<file path="src/rtl/ram_port_arbiter_d0.sv">
// ram_port_arbiter_d0: two-port arbiter in front of a sync-read single-port data RAM
//   Port 0 is the processor side, port 1 is the snoop/bus side. One access is granted per
//   cycle; read data returns one cycle later with a per-port rvalid. A granted port may
//   lock the RAM for up to LOCK_MAX consecutive grants (atomic read-modify-write).
//   Optional macro RAM_ARB_FIXED_PRIO_EN: ties in IDLE always go to port 1 instead of round-robin.
// Ports:
//   clock, resetn                       rising-edge clock, synchronous active-low reset
//   pN_req/we/lock/addr/wdata (N=0,1)   request, write enable, lock hold, address, write data
//   pN_gnt                              combinational grant
//   pN_rvalid, pN_rdata                 registered read-data valid, read data (= ram_dout)
//   ram_addr, ram_din, ram_we, ram_dout RAM interface (outputs 0 when nothing is granted)
module ram_port_arbiter_d0 #(
    parameter int AWIDTH   = 3,
    parameter int DWIDTH   = 32,
    parameter int LOCK_MAX = 8
) (
    input  logic              clock,
    input  logic              resetn,
    input  logic              p0_req,
    input  logic              p0_we,
    input  logic              p0_lock,
    input  logic [AWIDTH-1:0] p0_addr,
    input  logic [DWIDTH-1:0] p0_wdata,
    output logic              p0_gnt,
    output logic              p0_rvalid,
    output logic [DWIDTH-1:0] p0_rdata,
    input  logic              p1_req,
    input  logic              p1_we,
    input  logic              p1_lock,
    input  logic [AWIDTH-1:0] p1_addr,
    input  logic [DWIDTH-1:0] p1_wdata,
    output logic              p1_gnt,
    output logic              p1_rvalid,
    output logic [DWIDTH-1:0] p1_rdata,
    output logic [AWIDTH-1:0] ram_addr,
    output logic [DWIDTH-1:0] ram_din,
    output logic              ram_we,
    input  logic [DWIDTH-1:0] ram_dout
);
    localparam int CW = $clog2(LOCK_MAX) + 1;
    localparam logic [CW-1:0] LAST = CW'(LOCK_MAX - 1);

    typedef enum logic [1:0] {IDLE, OWN0, OWN1} state_t;

    state_t        state, state_nx;
    logic [CW-1:0] lock_cnt, lock_cnt_nx;
    logic          gnt0, gnt1;
`ifndef RAM_ARB_FIXED_PRIO_EN
    // rr_ptr holds the last tie winner; the other port wins the next tie
    logic          rr_ptr, rr_ptr_nx;
`endif

    always_comb begin
        state_nx    = state;
        lock_cnt_nx = lock_cnt;
        gnt0        = 1'b0;
        gnt1        = 1'b0;
`ifndef RAM_ARB_FIXED_PRIO_EN
        rr_ptr_nx   = rr_ptr;
`endif
        case (state)
            IDLE: begin
                if (p0_req && p1_req) begin
`ifdef RAM_ARB_FIXED_PRIO_EN
                    gnt1 = 1'b1;
`else
                    gnt0      = rr_ptr;
                    gnt1      = !rr_ptr;
                    rr_ptr_nx = !rr_ptr;
`endif
                end else begin
                    gnt0 = p0_req;
                    gnt1 = p1_req;
                end
                if ((gnt0 && p0_lock) || (gnt1 && p1_lock)) begin
                    state_nx    = gnt0 ? OWN0 : OWN1;
                    lock_cnt_nx = CW'(1);
                end
            end
            OWN0: begin
                gnt0 = p0_req;
                if (p0_req && p0_lock && lock_cnt < LAST) begin
                    lock_cnt_nx = lock_cnt + CW'(1);
                end else begin
                    state_nx    = IDLE;
                    lock_cnt_nx = '0;
`ifndef RAM_ARB_FIXED_PRIO_EN
                    // forced release: make port 1 win the next tie
                    if (p0_req && p0_lock) rr_ptr_nx = 1'b0;
`endif
                end
            end
            OWN1: begin
                gnt1 = p1_req;
                if (p1_req && p1_lock && lock_cnt < LAST) begin
                    lock_cnt_nx = lock_cnt + CW'(1);
                end else begin
                    state_nx    = IDLE;
                    lock_cnt_nx = '0;
`ifndef RAM_ARB_FIXED_PRIO_EN
                    if (p1_req && p1_lock) rr_ptr_nx = 1'b1;
`endif
                end
            end
            default: state_nx = IDLE;
        endcase
        // no access reaches the RAM while reset is asserted
        if (!resetn) begin
            gnt0 = 1'b0;
            gnt1 = 1'b0;
        end
    end

    always_ff @(posedge clock) begin
        if (!resetn) begin
            state     <= IDLE;
            lock_cnt  <= '0;
            p0_rvalid <= 1'b0;
            p1_rvalid <= 1'b0;
        end else begin
            state     <= state_nx;
            lock_cnt  <= lock_cnt_nx;
            p0_rvalid <= gnt0 && !p0_we;
            p1_rvalid <= gnt1 && !p1_we;
        end
    end

`ifndef RAM_ARB_FIXED_PRIO_EN
    always_ff @(posedge clock) begin
        if (!resetn) rr_ptr <= 1'b1;
        else         rr_ptr <= rr_ptr_nx;
    end
`endif

    assign p0_gnt   = gnt0;
    assign p1_gnt   = gnt1;
    assign ram_addr = gnt0 ? p0_addr : gnt1 ? p1_addr : '0;
    assign ram_din  = gnt0 ? p0_wdata : gnt1 ? p1_wdata : '0;
    assign ram_we   = (gnt0 && p0_we) || (gnt1 && p1_we);
    assign p0_rdata = ram_dout;
    assign p1_rdata = ram_dout;
endmodule

</file>
<file path="config.mk">
export PLATFORM = sky130hd
export DESIGN_NAME = ram_port_arbiter_d0
export DESIGN_NICKNAME = d
export VERILOG_FILES = /design/src/rtl/ram_port_arbiter_d0.sv
export SDC_FILE = /design/constraint.sdc
export NUM_CORES = 1
export LEC_CHECK = 0
export ABC_AREA = 1
export BUFFER_PORTS_ARGS = -buffer_cell sky130_fd_sc_hd__buf_2
export CAP_MARGIN = 30
export CORE_AREA = 2 2 84 86
export DETAILED_ROUTE_END_ITERATION = 8
export DIE_AREA = 0 0 86 88
export PLACE_DENSITY = 0.73
export SYNTH_ARGS = -nofsm -noshare
export SYNTH_HDL_FRONTEND = slang
export SYNTH_SLANG_ARGS = --single-unit
</file>
<file path="constraint.sdc">
create_clock -name clock -period 1.7 [get_ports clock]
set_input_delay 0.34 -clock clock [delete_from_list [all_inputs] [get_ports clock]]
set_output_delay 0.34 -clock clock [all_outputs]
set_load 0.05 [all_outputs]
</file>
Word level (Yosys, flattened, before mapping)
Cells that the tools add are included.
- flip-flop bits (word level): 9
- input port bits: 110
- word-level logic and storage cells: 63
- add/subtract/negate cells: 1
- magnitude comparators: 1
- eq/ne operators: 8
- mux-type cells: 27
- reduce and logical (&&, ||, !) cells: 21
- operators with widths (cell ; count):
    $mux W32 ; 2
    $mux W4 ; 3
    $ne A2 B2 Y1 const B ; 6
    $pmux W4 S3 ; 1
    $logic_and A1 B1 Y1 ; 11
    $mux W1 ; 11
    $mux W2 ; 4
    $mux W3 ; 2
    $pmux W2 S3 ; 1
    $reduce_and A6 Y1 ; 1
    $add A4 B1 Y4 const B ; 1
    $lt A4 B3 Y1 const B ; 1
    $pmux W1 S2 ; 2
    $logic_not A1 Y1 ; 3
    $pmux W1 S3 ; 1
    $reduce_and A3 Y1 ; 1
    $reduce_bool A3 Y1 ; 1
    $eq A2 B1 Y1 const B ; 1
    $eq A2 B2 Y1 const B ; 1
    $logic_not A2 Y1 ; 1
    $logic_or A1 B1 Y1 ; 2
    $reduce_and A2 Y1 ; 1

Depth between registers and ports, before layout
- word-level depth: 7
- gate-level depth with buffers: 9
- depth with buffers taken out: 9

Worst setup path after synthesis
Ideal clock, no wire load.
- path kind: register to output
- from: register state[0]
- to: output ram_din[23]
- arrival time: 1.591 ns
- data required time: 1.360 ns
- setup slack: -0.231 ns
- stages on the path, launching flop included: 10
- buffers on the path: 1
- cell sequence: dfxtp_1 > inv_1 > ha_1 > nand3_2 > nand2_2 > nand2_4 > inv_6 > buf_6 > nand2_1 > nand2_1
- elaborated cells between the ends (all ways): 9
- classes of those cells: eq/ne (2); mux (6); reduce/logical (1)
- RTL lines (item ; RTL line ; RTL):
    start, declared ; 45 ; state_t state, state_nx;
    start signal, assigned ; 121 ; state <= state_nx;
    $eq A2 B1 Y1 or $logic_not A2 Y1 (tied branches) ; 61 ; case (state)
    $pmux W1 S2 (*) ; 61 ;
    $mux W1 (*) ; 108 ; if (!resetn) begin
    named net p0_gnt ; 24 ; output logic p0_gnt,
    $mux W32 (*) ; 138 ; assign ram_din = gnt0 ? p0_wdata : gnt1 ? p1_wdata : '0;
    end, declared ; 36 ; output logic [DWIDTH-1:0] ram_din,
The timed path passes the listed nets; every way through them passes the cells marked *.

Worst setup path in the final report
- from: register state[1]
- to: output ram_din[29]
- word-level cells in the longest chain between the ends: 5
- elaborated cells between the ends (all ways): 9
- classes of those cells: eq/ne (2); mux (6); reduce/logical (1)
- RTL lines (item ; RTL line):
    $eq A2 B2 Y1 or $logic_not A2 Y1 (tied branches) ; 61
    $pmux W1 S2 ; 61
    $mux W1 ; 108
    $mux W32 ; 138
    $mux W32 (*) ; 138
Mark *: on every way between the ends. The rest lies on a longest branch, timed or not.

==> flow_metrics.env <==
export IMPL_n_antenna_cell=0
export IMPL_start_util=0.2522
export IMPL_synth_top_area_share=0.2957
export IMPL_dpl_worst_slack_ns=-0.3193
export IMPL_top_usage_layer="met2"
export IMPL_cp_data_arrival_time_ns=1.74
export IMPL_crit_cells=10
export IMPL_track_usage=0.1465
export IMPL_critPathKind="flip-flop to output pin"
export IMPL_crit_slowest_cell="dfxtp_2"
export IMPL_antenna_found_initial=0
export IMPL_met2_usage=0.2911
export IMPL_routed_wirelength_um=6382
export IMPL_worstHoldPathCells=2
export IMPL_ys_warnings_count=0
export IMPL_avgSynthCellArea_um2=5.899
export IMPL_syn_inst=284
export IMPL_cts_buffers=3
export IMPL_r2r_start="state[1]"
export IMPL_worst_path_max_fanout=5
export IMPL_clockRootBuffer="clkbuf_8"
export IMPL_setup_violations=38
export IMPL_use_met3=0.03393
export IMPL_synth_cell_type_count=17
export IMPL_outcome="finished, violations left"
export IMPL_place_hpwl_um=4193
export IMPL_grt_pass1_wl_um=8914
export IMPL_synth_seq_cells=9
export IMPL_end_kind="output pin"
export IMPL_power_density_mw_per_mm2=1352
export IMPL_layout_setup_ws_ns=-0.3775
export IMPL_hold_end="p1_rvalid"
export IMPL_cp_num_buf_inv=4
export IMPL_crit_family="buffers and inverters"
export IMPL_vdd_drop_max_mv=0.5567
export IMPL_worstMarginPinSlew_ns=0.2566
export IMPL_reg2reg_depth=10
export IMPL_path_cells="inv_4 > ha_4 > nor2_4 > nor2_4 > buf_12 > nand2_8 > buf_8 > nand3_4 > nand2_4 > buf_8"
export IMPL_drt_first_iter_violations=74
export IMPL_syn_area_mm2=0.001675
export IMPL_r2r_end="state[1]"
export IMPL_max_freq_mhz=481.3
export IMPL_htree_levels=1
export IMPL_clockBufferDepth=2
export IMPL_yosysTopAreaCell="buf_4"
export IMPL_core_area_mm2=0.006644
export IMPL_final_area_mm2=0.003232
export IMPL_syn_num_nets=400
export IMPL_maxCapViolCount=0
export IMPL_final_cell_mix="79 x buf_2, 50 x nand2_1, 32 x nand2_4"
export IMPL_hold_viol=0
export IMPL_relSlewSlack=0.8301
export IMPL_final_common_cell="buf_2"
export IMPL_wire_per_inst_um=14.28
export IMPL_syn2layout_area_growth_pct=92.91
export IMPL_nets=484
export IMPL_critPathLaunchType="flip-flop"
export IMPL_max_stage_delay_ns=0.35
export IMPL_die_y_um=88
export IMPL_gp_congestion=0.8542
export IMPL_viasPerCell=4.557
export IMPL_skew_ns=0.001862
export IMPL_rows=30
export IMPL_ys_seq_area_frac=0.1075
export IMPL_vias=2037
export IMPL_min_period_ns=2.078
export IMPL_clk_pin_slew_worst_paths_ns=0.05
export IMPL_netlist_top_cells_area="buf_4 30%, nand2_1 24%, nand3_1 15%"
export IMPL_violations="negative setup slack"
export IMPL_hold_path_class="input port to flip-flop"
export IMPL_worst_hold_startpoint="p1_we"
export IMPL_finalMaxSlewViolations=0
export IMPL_post_route_cells_drive_above_1_share=0.6975
export IMPL_io_pins=214
export IMPL_required_ns=1.36
export IMPL_finalCritPeriodShare=1.222
export IMPL_grt_max_degree=20
export IMPL_clock_latency_ns=0.24
export IMPL_grt_pass1_vias=1987
export IMPL_io_buffers=117
export IMPL_die_area_mm2=0.007568
export IMPL_cts_sinks=9
export IMPL_post_route_util=0.4864
export IMPL_grt_overflow_total=0
export IMPL_met1_usage=0.1485
export IMPL_placed_cell_area_mm2=0.002203
export IMPL_antenna_left=0
export IMPL_r2r_setup_slack_ns=0.25
export IMPL_p_leak_nw=1.559
export IMPL_grt_setup_unrepaired="yes"
export IMPL_die_w_um=86
export IMPL_drc_errors=0
export IMPL_cts_tree="yes"
export IMPL_dr_pass1_iters=4
routing by layer:
layer  up-vias  part of all wire
li1        991                 -
met3        19             0.077
met4         0             0.021
met2       109              0.59
met1       918              0.31
met5         -                 0
logic make-up after synthesis:
group,synth area share
DFF,0.1075
adders and majority gates,0.04481
buffers and inverters,0.3861
AOI/OAI and AO/OA,0.008959
and+or+nand+nor,0.4526
power by group:
| group | internal [W] | switching (W) |
|---|---|---|
| combinational | 0.00160 | 0.00218 |
| sequential | 0.000275 | 0.0000509 |
| clock | 0.000165 | 0.000101 |
worst reg2reg max path, delay by kind of cell, from the launching register on:
| kind | cells | cell delay, ns |
|---|---|---|
| simple gates | 7 | 0.61 |
| fa+ha+maj | 1 | 0.17 |
| flops | 1 | 0.33 |
| buf+inv | 2 | 0.27 |
sequential cells by signal (all words and copies together) (netlist names):
register and count:
lock_cnt 4, p0_rvalid 1, p1_rvalid 1, rr_ptr 1, state 2
cells in the mapped netlist:
master   count
nand2_2      2
o21ai_0      1
nand3_1     49
buf_6        7
nand2_1    105
nand2_4      1
buf_4       66
nor2_4       1
nor2_1      13
dfxtp_1      9
inv_1       15
inv_2        2
a21oi_1      2
nand3_2      3
inv_6        1
ha_1         6
nor3_1       1
metrics by stage:
step / total power [W] / instances / setup TNS [ns] / hold slack [ns]
finish: 0.004371 / 447 / -12.85 / 0.2866
floorplan: 0.002711 / 284 / -0.02272 / 0.4124
global route: 0.004635 / 447 / -16.25 / 0.2732
global placement: 0.002827 / 427 / -8.540 / 0.5069
CTS: 0.004017 / 438 / -13.12 / 0.2589
detailed placement: 0.002869 / 427 / -10.43 / 0.5144
area by class of cell:
class                           count  area (µm²)
Tap cell                           80       100.1
Multi-Input combinational cell    185        1428
Inverter                           18       103.9
Sequential cell                     9       185.2
Timing Repair inverter              1       16.27
Timing Repair Buffer              150        1354
Clock buffer                        4       45.04
Fill cell                         606        3412
what timing repair did:
action | 4_1_cts | 5_1_grt
endpoints found under the setup margin | 38 | 38
pin swaps | 4 | 2
resized for setup | 144 | 53
gates cloned | 4 | 4
hold buffers | 0 | 0
buffers inserted | 3 | 5
worst max-delay path by stage:
stage | start | to | slack, ns
2_1_floorplan | state[0] | ram_din[23] | -0.003
6_report | state[1] | ram_din[29] | -0.38
5_1_grt | state[1] | ram_din[22] | -0.46
4_1_cts | state[1] | ram_din[30] | -0.38
3_3_place_gp | state[1] | ram_din[21] | -0.27
3_5_place_dp | state[1] | ram_din[21] | -0.32
(Power assumes the default switching activity.)
